`src/rtl/hs_ifr_evt_gen.sv`:
```
// Paced event generator: turns evt_i requests into edge- or level-signalled events
// with a saturating pending count. Define HS_IFR_EVT_GEN_OVF_EN for the sticky overflow flag.
typedef enum logic {BOOL_FALSE, BOOL_TRUE} bool_e;
typedef enum logic [1:0] {EDGE_POSEDGE, EDGE_NEGEDGE, EDGE_BOTH} edge_e;
typedef enum logic [1:0] {LEVEL_HIGH, LEVEL_LOW, LEVEL_BOTH} level_e;

module hs_ifr_evt_gen #(
   parameter bool_e  IS_LEVEL = BOOL_FALSE,
   parameter edge_e  EDGE     = EDGE_POSEDGE,
   parameter level_e LEVEL    = LEVEL_HIGH,
   parameter int     PULSE_W  = 1,
   parameter int     GAP_W    = 2,
   parameter int     CNT_W    = 4
) (
   input  logic             clk,
   input  logic             rst,
   input  logic             evt_i,
   input  logic             ack_i,
   input  logic             ovf_clr_i,
   output logic             evt_o,
   output logic [CNT_W-1:0] pend_o,
   output logic             busy_o,
   output logic             ovf_o
);

   typedef enum logic [1:0] {IDLE, ACTIVE, GAP} state_e;

   localparam bit               LVL_MODE = (IS_LEVEL == BOOL_TRUE);
   localparam bit               TOGGLE   = !LVL_MODE && (EDGE == EDGE_BOTH);
   localparam logic             IDLE_LVL = LVL_MODE ? (LEVEL == LEVEL_LOW) : (EDGE == EDGE_NEGEDGE);
   localparam logic [3:0]       PULSE_LD = 4'(PULSE_W - 1);
   localparam logic [3:0]       GAP_LD   = 4'(GAP_W - 1);
   localparam logic [CNT_W-1:0] PEND_MAX = '1;
   localparam logic [CNT_W-1:0] PEND_ONE = CNT_W'(1);

   if (LEVEL == LEVEL_BOTH) begin : g_bad_level
      $error("hs_ifr_evt_gen: LEVEL_BOTH is not a valid active level");
   end
   if (PULSE_W < 1 || PULSE_W > 15) begin : g_bad_pulse
      $error("hs_ifr_evt_gen: PULSE_W must be 1..15");
   end
   if (GAP_W < 0 || GAP_W > 15) begin : g_bad_gap
      $error("hs_ifr_evt_gen: GAP_W must be 0..15");
   end

   state_e           state;
   logic [3:0]       cnt;
   logic [CNT_W-1:0] pend;
   logic             evt_q;
   logic             busy_q;
   logic             act_done;
   logic             dec;
   logic             full;
   logic             drop;
   logic             start;

   assign act_done = LVL_MODE ? ack_i : (cnt == 4'd0);
   assign dec      = (state == ACTIVE) && act_done;
   assign full     = (pend == PEND_MAX);
   assign drop     = evt_i && full && !dec;
   assign start    = (pend != '0) || evt_i;

   // EDGE_BOTH toggles on entry and holds on exit; other styles drive fixed levels
   function automatic logic enter_lvl(input logic cur);
      return TOGGLE ? ~cur : ~IDLE_LVL;
   endfunction

   function automatic logic leave_lvl(input logic cur);
      return TOGGLE ? cur : IDLE_LVL;
   endfunction

   always_ff @(posedge clk) begin
      if (rst) begin
         state  <= IDLE;
         cnt    <= '0;
         pend   <= '0;
         evt_q  <= IDLE_LVL;
         busy_q <= 1'b0;
      end else begin
         if (evt_i && !dec && !full)
            pend <= pend + PEND_ONE;
         else if (dec && !evt_i)
            pend <= pend - PEND_ONE;

         case (state)
            IDLE: begin
               if (start) begin
                  state  <= ACTIVE;
                  cnt    <= PULSE_LD;
                  evt_q  <= enter_lvl(evt_q);
                  busy_q <= 1'b1;
               end
            end
            ACTIVE: begin
               if (act_done) begin
                  evt_q <= leave_lvl(evt_q);
                  if (GAP_W == 0) begin
                     state  <= IDLE;
                     busy_q <= 1'b0;
                  end else begin
                     state <= GAP;
                     cnt   <= GAP_LD;
                  end
               end else if (!LVL_MODE) begin
                  cnt <= cnt - 4'd1;
               end
            end
            GAP: begin
               // queued work chains straight into the next pulse once the gap is served
               if (cnt == 4'd0) begin
                  if (start) begin
                     state <= ACTIVE;
                     cnt   <= PULSE_LD;
                     evt_q <= enter_lvl(evt_q);
                  end else begin
                     state  <= IDLE;
                     busy_q <= 1'b0;
                  end
               end else begin
                  cnt <= cnt - 4'd1;
               end
            end
            default: begin
               state  <= IDLE;
               busy_q <= 1'b0;
            end
         endcase
      end
   end

   assign evt_o  = evt_q;
   assign pend_o = pend;
   assign busy_o = busy_q;

`ifdef HS_IFR_EVT_GEN_OVF_EN
   logic ovf_q;

   always_ff @(posedge clk) begin
      if (rst)
         ovf_q <= 1'b0;
      else if (drop)
         ovf_q <= 1'b1;
      else if (ovf_clr_i)
         ovf_q <= 1'b0;
   end

   assign ovf_o = ovf_q;
`else
   logic unused_ovf;

   assign unused_ovf = ovf_clr_i | drop;
   assign ovf_o      = 1'b0;
`endif

endmodule

```
`config.mk`:
```
export PLATFORM = sky130hd
export DESIGN_NAME = hs_ifr_evt_gen
export DESIGN_NICKNAME = d
export VERILOG_FILES = /design/src/rtl/hs_ifr_evt_gen.sv
export SDC_FILE = /design/constraint.sdc
export NUM_CORES = 1
export LEC_CHECK = 0
export ABC_AREA = 1
export CAP_MARGIN = 20
export CORE_ASPECT_RATIO = 0.7
export CORE_MARGIN = 3
export CORE_UTILIZATION = 42
export CTS_CLUSTER_SIZE = 16
export DETAILED_ROUTE_END_ITERATION = 10
export HOLD_SLACK_MARGIN = 0.03
export PLACE_DENSITY = 0.66
export SYNTH_ARGS = -nofsm -noshare
export SYNTH_HDL_FRONTEND = slang
export SYNTH_SLANG_ARGS = --single-unit
```
`constraint.sdc`:
```
create_clock -name clk -period 3.08 [get_ports clk]
set_input_delay 0.462 -clock clk [delete_from_list [all_inputs] [get_ports clk]]
set_output_delay 0.462 -clock clk [all_outputs]
set_load 0.05 [all_outputs]
```
Word level (Yosys, flattened, before mapping)
Index checks and enable logic that the tools add are counted.
Widths: inputs -> output; s select.
{"block": "totals", "regBits": 12, "inputBits": 5, "out_inout_bits": 7, "elab_cells": 51}
{"block": "classes", "n_addsub": 3, "n_eq_ne": 7, "n_mux": 19, "n_bitwise": 1, "n_reduce_logical": 16}
{"op": "$mux 4", "count": 5}
{"op": "$pmux 4 s3", "count": 1}
{"op": "$ne 2x2->1 const B", "count": 4}
{"op": "$sub 4x1->4 const B", "count": 2}
{"op": "$mux 1", "count": 7}
{"op": "$mux 2", "count": 3}
{"op": "$pmux 1 s3", "count": 2}
{"op": "$pmux 2 s3", "count": 1}
{"op": "$reduce_and 3->1", "count": 2}
{"op": "$add 4x1->4 const B", "count": 1}
{"op": "$eq 4x4->1 const B", "count": 1}
{"op": "$logic_and 1x1->1", "count": 4}
{"op": "$logic_not 4->1", "count": 1}
{"op": "$reduce_and 4->1", "count": 1}
{"op": "$reduce_bool 4->1", "count": 1}
{"op": "$logic_not 1->1", "count": 3}
{"op": "$reduce_bool 3->1", "count": 1}
{"op": "$eq 2x1->1 const B", "count": 1}
{"op": "$eq 2x2->1 const B", "count": 1}
{"op": "$logic_not 2->1", "count": 1}
{"op": "$reduce_bool 2->1", "count": 1}
{"op": "$logic_or 1x1->1", "count": 1}
{"op": "$not 1->1", "count": 1}

Depth between registers and ports, before layout
Gate-level depths: netlist of run 1.
{"block": "depth", "ltp_word": 6, "ltp_mapped": 12}

Worst setup path after synthesis of run 1
OpenSTA, ideal clock, no wires.
{"block": "synth_timing", "path_kind": "reg-to-reg", "from": "reg pend[0], in the netlist pend_o[0]", "to": "reg pend[3], in the netlist pend_o[3]", "setup_ns": 0.115, "arrival_time_ns": 1.835, "required_ns": 2.965, "slack_ns": 1.130, "stages_incl_launch_ff": 12, "period_less_slack_ns": 1.950, "path_cell_list": "dfxtp_1 nand2_1 nor2_1 nor2_1 nand2_2 ha_1 nand3_1 nand3_1 inv_1 nand2_1 a21oi_1 nor2_1"}
{"block": "synth_via", "elab_chain_cells": 4, "word_cells_on_any_way": 8}
{"element": "start: declaration", "line": "48", "source": "logic [CNT_W-1:0] pend;"}
{"element": "start signal: assignment", "line": "81", "source": "pend <= pend + PEND_ONE;"}
{"element": "start signal: assignment", "line": "83", "source": "pend <= pend - PEND_ONE;"}
{"element": "branches (longest 4 deep; another with $sub 4x1->4)"}
Parallel ways; which one is timed is not known. The select of a mux whose other input is x is not followed.
A chain may end at the register's enable or synchronous reset.

Worst setup path in the final report of run 1
{"block": "layout_timing", "from": "reg pend[0], in the netlist pend_o[0]", "to": "out pend_o[0]"}
{"element": "end: declaration", "line": "21", "source": "output logic [CNT_W-1:0] pend_o,"}
No word-level cell between the ends.

==> impl_metrics.yaml, run 1 <==
detailed_routing:
  firstDrtPassIters: 4
  wl_per_cell_microns: 11.2
  dr.first_iter.drc_count: 32
  routed_via_density: 4.97
  drc: 0
  vias: 785
  totalWireLength_microns: 1770
  antenna_left: 0
worst_setup_path:
  reg2reg_depth: 11
  critPathKind: "reg2out"
  cp_top_family: "buffers and inverters"
  cp-end-kind: "output port"
  worstReg2RegEnd: "pend_o[3]"
  reg2reg_slack_ns: 1.10
  cp_cell_sequence: "clkdlybuf4s50_1"
  path_max_fanout: 7
  rr_startpoint: "cnt[0]"
  crit_path_max_incr_delay_ns: 0.86
  startpoint_type: "register"
  cp_num_buf_inv: 1
  crit_start: "pend_o[0]"
  slowest_stage: "clkdlybuf4s50_1"
  arrival_ns: 1.65
  worstPathRequired_ns: 2.62
cells_and_area:
  syn_to_final_growth_pct: 16.0
  final_cell_area_sq_um: 980
  num_antenna_cells: 0
  final_layout_size_suffix_gt1_share_pct: 13.1
  layout_common_cells: "20 x inv_1, 20 x nand2_1, 16 x nor2_1"
  final_util_pct: 56.3
  nets: 151
clock_network:
  clk_path_buf_depth: 2
  cts_resized: 0
  htreeDepth: 1
  clk_pin_slew_ns: 0.09
  cts_buffers: 3
  cts_tree: "yes"
  post_cts_buffers: 0
  clock-sinks: 12
  cts-hold-fix-buffers: 0
  root_buffer: "clkbuf_4"
  insertion_delay_ns: 0.28
floorplan:
  ios: 12
  die_y_microns: 43.5
  start_util_pct: 48.5
  dieArea_sq_um: 2590
  chipWidth_microns: 59.6
  core_area_sq_um: 1740
  rows: 12
place:
  dp_hpwl_microns: 1430
  place_ws_ns: 0.729
  dpl-instance-area_sq_um: 943
  io_buffer_count: 8
  gp_congestion: 0.928
synthesis:
  synthAdderAreaFrac_pct: 12.7
  seq_area_frac_synth_pct: 28.4
  yosys.area_share.simple_pct: 35.6
  yosys_warnings: 0
  synth_compound_area_share_pct: 10.7
  ys_ff_latch: 12
  synth.avg_cell_area_sq_um: 6.70
  synth.net_count: 139
  synth_top_family_by_area: "simple AND/OR/NAND/NOR gates"
  yosysUniqueCellTypes: 20
  synthCells: 126
  synthXorXnorAreaFrac_pct: 1.04
  synth_area_sq_um: 845
  synthMuxAreaShare_pct: 0
grt:
  grt_pass1_wl_microns: 2960
  grt_pass1_vias: 676
  overflow: 0
  track_usage_pct: 15.1
  antenna_found_initial: 0
  grt_max_degree: 8
timing:
  finalClockSkew_ns: 0.0121
  period_minus_slack_ns: 2.11
  setup_viol: 0
  worst_slack_ns: 0.970
  hold_viol_final: 0
  rsz0062_at_grt: "no"
  finalMaxSlewViolations: 0
  fin_setup_tns_ns: 0
  fmax_mhz: 474
  finalCritPeriodShare_pct: 68.5
hold_path:
  worstHoldStart: "evt_o"
  hold_depth: 2
  hold_path_class: "reg2reg"
  holdPathEnd: "evt_o"
outcome:
  status: "finished clean"
pwr:
  irDropWorstVdd_v: 0.000695
  p_leak_nw: 0.459
  p_total_w: 0.00107
  pwr_density_cell_nw_per_um2: 1100
flow_run:
  max_cap_viol_count: 0
[cell families (layout without fill, tap and decap cells)]
logic type               after synthesis  count (layout)
XOR/XNOR                               1               1
AND/OR/NAND/NOR                       62              62
adder cells (fa/ha/maj)                8               8
buffers and inverters                 24              35
AO/OA/AOI/OAI                         18              18
other                                  1               1
flip-flops                            12              12
[report_power, final]
part	switching, W	internal, W
registers	0.0000592	0.000209
clock network	0.0000566	0.0000719
logic	0.000446	0.000231
[per-layer routing]
metal	track usage, %	part of all wire (%)	vias to the layer above
met5	0	0	-
met4	3.98	1.1	0
met3	6.25	6.9	2
met2	20.3	39	18
met1	22.0	53	347
li1	-	-	418
[through the flow]
| stage | hold slack, ns | cells |
|---|---|---|
| 2_1_floorplan | 0.451 | 126 |
| 3_3_place_gp | 0.439 | 154 |
| 3_5_place_dp | 0.453 | 154 |
| 4_1_cts | 0.466 | 158 |
| 5_1_grt | 0.484 | 158 |
| 6_report | 0.458 | 158 |
[sequential cells by signal, indices dropped and copies added (netlist names)]
signal	cells
cnt	4
state	2
evt_o	1
pend_o	4
busy_o	1
[area by class of cell]
class                           count  area (sq um)
Tap cell                           21          26.3
Clock buffer                        4          36.3
Timing Repair Buffer                8          80.1
Inverter                           23          86.3
Multi-Input combinational cell     90           510
Fill cell                         186           762
Sequential cell                    12           240
[cell usage after synthesis]
cell,n,area share [%]
nand3_1,9,5.3
fa_1,1,2.4
nand4_1,4,3.0
nand2_4,1,1.3
nand3_2,2,2.4
buf_4,1,0.89
a21oi_1,10,5.9
nand2_1,20,8.9
nor2_2,3,2.2
ha_1,7,10
nand2_2,6,4.4
nand3b_1,1,0.89
inv_1,20,8.9
conb_1,1,0.44
nor2_1,16,7.1
dfxtp_1,12,28
o21ai_0,8,4.7
xor2_1,1,1.0
inv_2,2,0.89
clkinv_1,1,0.44
[how the worst max path moves through the flow]
stage,to,slack [ns],cells past startpoint
after CTS,pend_o[0],0.96,1
final,pend_o[0],0.97,1
after detailed placement,pend_o[3],0.73,10
after floorplan,pend_o[3],1.13,11
after global placement,pend_o[3],0.79,11
after global routing,pend_o[3],0.89,12
[worst register-to-register path, cell delays in order (launching register included)]
cell     delay (ns)
dfxtp_1        0.31
inv_1          0.15
ha_1           0.26
nand3_2        0.16
nand2_2        0.17
ha_1           0.28
nand3_1        0.09
nand3_1        0.10
inv_1          0.07
nand2_1        0.06
a21oi_1        0.15
nor2_1         0.06
(Power assumes the default switching activity.)
==> run 2, diff against run 1 <==
==> constraint.sdc (replaced) <==
create_clock -name clk -period 2.1 [get_ports clk]
set_input_delay 0.315 -clock clk [delete_from_list [all_inputs] [get_ports clk]]
set_output_delay 0.315 -clock clk [all_outputs]
set_load 0.05 [all_outputs]
==> run 2 against run 1 <==
- power increased by 52%
- largest cell class unchanged
- critical endpoint unchanged
- register-to-register slack worse by 0.87 ns
- global-route usage increased by 1.1 points
- via count is 0.38% higher
- count of clock-buffer cells in the layout is the same
- flip-flop and latch count stayed put
- clock power rose by 45%
- setup slack lost 0.83 ns
- combinational power grew 54%
==> impl_metrics.yaml, run 2 (synthesized netlist as in run 1, its figures left out) <==
clock_network:
  clk_pin_slew_ns: 0.08
  cts-hold-fix-buffers: 0
  clk_path_buf_depth: 2
  root_buffer: "clkbuf_4"
  cts_tree: "yes"
  insertion_delay_ns: 0.28
  clock-sinks: 12
  cts_buffers: 3
  post_cts_buffers: 0
  htreeDepth: 1
detailed_routing:
  firstDrtPassIters: 4
  vias: 788
  dr.first_iter.drc_count: 34
  antenna_left: 0
  routed_via_density: 4.93
  totalWireLength_microns: 1830
  drc: 0
  wl_per_cell_microns: 11.5
worst_setup_path:
  reg2reg_slack_ns: 0.23
  startpoint_type: "register"
  worst-path-stages: 1
  cp_num_buf_inv: 1
  rr_startpoint: "cnt[0]"
  cp_top_family: "buffers and inverters"
  slowest_stage: "clkdlybuf4s50_1"
  reg2reg_depth: 11
  worstReg2RegEnd: "pend_o[3]"
  cp_cell_sequence: "clkdlybuf4s50_1"
  cp-end-kind: "output port"
  path_max_fanout: 7
  crit_path_max_incr_delay_ns: 0.86
  critPathKind: "reg2out"
  arrival_ns: 1.65
  worstPathRequired_ns: 1.78
hold_path:
  holdPathEnd: "evt_o"
  hold_depth: 2
  hold_path_class: "reg2reg"
  worstHoldStart: "evt_o"
outcome:
  status: "finished clean"
timing:
  fmax_mhz: 510
  hold_viol_final: 0
  rsz0062_at_grt: "no"
  setup_viol: 0
  fin_setup_tns_ns: 0
  finalClockSkew_ns: 0.0111
  worst_slack_ns: 0.139
  period_minus_slack_ns: 1.96
  finalCritPeriodShare_pct: 93.4
  finalMaxSlewViolations: 0
grt:
  antenna_found_initial: 0
  grt_pass1_wl_microns: 3230
  grt_pass1_vias: 731
  grt_max_degree: 8
  track_usage_pct: 16.2
  overflow: 0
floorplan:
  dieArea_sq_um: 2590
  core_area_sq_um: 1740
  rows: 12
  ios: 12
  die_y_microns: 43.5
  start_util_pct: 48.5
  chipWidth_microns: 59.6
place:
  dpl-instance-area_sq_um: 958
  place_ws_ns: -0.0173
  gp_congestion: 0.938
  io_buffer_count: 8
  dp_hpwl_microns: 1460
cells_and_area:
  final_cell_area_sq_um: 1020
  num_antenna_cells: 0
  syn_to_final_growth_pct: 20.7
  layout_common_cells: "20 x inv_1, 20 x nand2_1, 16 x nor2_1"
  nets: 153
  final_layout_size_suffix_gt1_share_pct: 15.8
flow_run:
  max_cap_viol_count: 0
pwr:
  irDropWorstVdd_v: 0.000912
  pwr_density_cell_nw_per_um2: 1600
  p_leak_nw: 0.469
[run 2: cell types whose count changed in the layout (fill, tap and decap cells not counted)]
| cell | change |
|---|---|
| buf_4 | +2 |
| ha_4 | +2 |
| ha_1 | -2 |
[run 2: stage by stage]
stage / std cells / hold slack (ns) / total power, W / utilization [%]
final: 160 / 0.472 / 0.00163 / 58.5
after global routing: 160 / 0.507 / 0.00179 / 58.5
after CTS: 160 / 0.480 / 0.00160 / 57.1
after detailed placement: 156 / 0.467 / 0.00141 / 55.0
after global placement: 156 / 0.439 / 0.00138 / 55.0
after floorplan: 126 / 0.384 / 0.00114 / -
[run 2: repair_timing]
item	CTS	global route
endpoints found under the hold margin	0	0
endpoints found under the setup margin	0	1
resized for setup	0	3
[run 2: power by group]
| group | internal, W | leakage, nW | switching, W |
|---|---|---|---|
| Sequential | 0.000306 | 0.0988 | 0.0000946 |
| Combinational | 0.000372 | 0.349 | 0.000669 |
| Clock | 0.000106 | 0.0210 | 0.0000814 |
[run 2: how the worst max path moves through the flow]
| stage | start | to | slack, ns |
|---|---|---|---|
| 4_1_cts | cnt[0] | pend_o[3] | 0.14 |
| 3_5_place_dp | evt_i | pend_o[3] | -0.02 |
| 5_1_grt | state[1] | pend_o[3] | 0.04 |
| 3_3_place_gp | evt_i | pend_o[3] | 0.03 |
| 6_report | pend_o[0] | pend_o[0] | 0.14 |
| 2_1_floorplan | pend_o[0] | pend_o[3] | 0.15 |
[run 2: final cells by class]
cell class / instances / area, sq um
tap: 21 / 26.3
timing repair buffer: 10 / 95.1
sequential: 12 / 240
inverter: 23 / 86.3
multi-input combinational: 90 / 536
fill: 172 / 722
clock buffer: 4 / 36.3
[run 2: layer usage]
metal / vias up / wire, microns / GRT usage [%] / part of all wire [%]
met4: 0 / 14 / 2.65 / 0.76
li1: 420 / - / - / -
met1: 345 / 1010 / 25.0 / 55
met5: - / 0 / 0 / 0
met3: 4 / 100 / 5.36 / 5.5
met2: 19 / 710 / 21.8 / 39
==> run 3, diff against run 2 <==
--- a/config.mk
+++ b/config.mk
@@ -7,7 +7,6 @@
 export LEC_CHECK = 0
 export ABC_AREA = 1
 export CAP_MARGIN = 20
-export CORE_ASPECT_RATIO = 0.7
 export CORE_MARGIN = 3
 export CORE_UTILIZATION = 42
 export CTS_CLUSTER_SIZE = 16
==> run 3 against run 2 <==
- maximum frequency up 0.37%
- clock skew down 0.0042 ns
- register-to-register slack better by 0.03 ns
- non-clock buffer count unchanged
- sequential share of layout area up 0.51 points
- sequential power down 3%
- die area down 0.34%
- combinational power down 4%
- via count down 3.4%
- largest cell class unchanged
==> impl_metrics.yaml, run 3 (synthesized netlist as in run 1, its figures left out) <==
timing:
  worst_slack_ns: 0.146
  fmax_mhz: 512
  hold_viol_final: 0
  period_minus_slack_ns: 1.95
  setup_viol: 0
  finalClockSkew_ns: 0.00695
  fin_setup_tns_ns: 0
  finalMaxSlewViolations: 0
  finalCritPeriodShare_pct: 93.0
  rsz0062_at_grt: "no"
clock_network:
  clock-sinks: 12
  htreeDepth: 1
  clk_path_buf_depth: 2
  cts_tree: "yes"
  cts_buffers: 3
  clk_pin_slew_ns: 0.08
  cts-hold-fix-buffers: 0
  root_buffer: "clkbuf_4"
  post_cts_buffers: 0
  insertion_delay_ns: 0.28
  cts_resized: 0
pwr:
  irDropWorstVdd_v: 0.000787
  pwr_density_cell_nw_per_um2: 1570
  p_leak_nw: 0.468
grt:
  antenna_found_initial: 0
  grt_busiest_layer: "met2"
  overflow: 0
  grt_pass1_wl_microns: 3120
  grtUsageMet2_pct: 24.6
  use_met3_pct: 5.25
  use_met1_pct: 21.0
  grt_max_degree: 8
  track_usage_pct: 15.6
  grt_pass1_vias: 734
cells_and_area:
  layout_common_cells: "20 x nand2_1, 19 x inv_1, 16 x nor2_1"
  num_antenna_cells: 0
  regArea_sq_um: 241
  nets: 153
  final_layout_size_suffix_gt1_share_pct: 16.5
  nFillCells: 193
  final_common_cell: "nand2_1"
  syn_to_final_growth_pct: 18.8
  multi_input_area_sq_um: 513
worst_setup_path:
  arrival_ns: 1.64
  cp_top_family: "buffers and inverters"
  startpoint_type: "register"
  slowest_stage: "clkdlybuf4s50_1"
  cp_num_buf_inv: 1
  path_max_fanout: 7
  cp_cell_sequence: "clkdlybuf4s50_1"
  cp-end-kind: "output port"
  crit_path_max_incr_delay_ns: 0.87
  critPathKind: "reg2out"
  reg2reg_slack_ns: 0.26
  worstPathRequired_ns: 1.78
hold_path:
  hold_path_class: "reg2reg"
floorplan:
  dieArea_sq_um: 2580
  die_y_microns: 50.8
  chipWidth_microns: 50.8
  core_area_sq_um: 1820
  start_util_pct: 46.4
  ios: 12
  rows: 15
place:
  io_buffer_count: 8
  place_ws_ns: -0.00639
  dp_hpwl_microns: 1360
  gp_congestion: 0.834
detailed_routing:
  antenna_left: 0
  routed_via_density: 4.64
  wl_per_cell_microns: 10.1
  dr.first_iter.drc_count: 6
  drc: 0
  vias: 761
  firstDrtPassIters: 4
  totalWireLength_microns: 1650
outcome:
  status: "finished clean"
flow_run:
  max_cap_viol_count: 0
-- run 3: cell counts in the layout (fill, tap and decap cells not counted) --
No cell type changed its count.
-- run 3: final timing paths --
check	cells past startpoint	start	endpoint
worst max-delay path	1	pend_o[0]	pend_o[0]
worst max register to register	11	state[1]	pend_o[3]
worst min-delay path	2	evt_o	evt_o
worst min register to register	2	evt_o	evt_o
-- run 3: layout make-up --
class,instances,share of cell area [%]
multi-input cells,90,51.1
flip-flops and latches,12,24.1
repair buffers,10,9.48
inverters,23,8.60
clock buffers,4,3.62
well taps,25,3.12
-- run 3: routing by layer --
layer  wire length, microns  vias up
met3                     64        2
li1                       -      425
met1                    848      324
met4                     13        0
met2                    724       10
met5                      0        -
-- run 3: power by group --
group | leakage, nW | internal (W) | switching [W]
clock network | 0.0210 | 0.000105 | 0.0000775
logic | 0.348 | 0.000351 | 0.000651
registers | 0.0992 | 0.000308 | 0.0000822
-- run 3: metrics by stage --
step	util [%]	total power (W)	cells	instance area (sq um)	hold slack, ns
after floorplan	-	0.00114	126	845	0.384
after global placement	52.9	0.00137	160	963	0.443
after detailed placement	52.9	0.00139	160	963	0.450
after CTS	54.9	0.00158	164	1000	0.462
after global routing	55.1	0.00174	164	1000	0.496
final	55.1	0.00157	164	1000	0.453
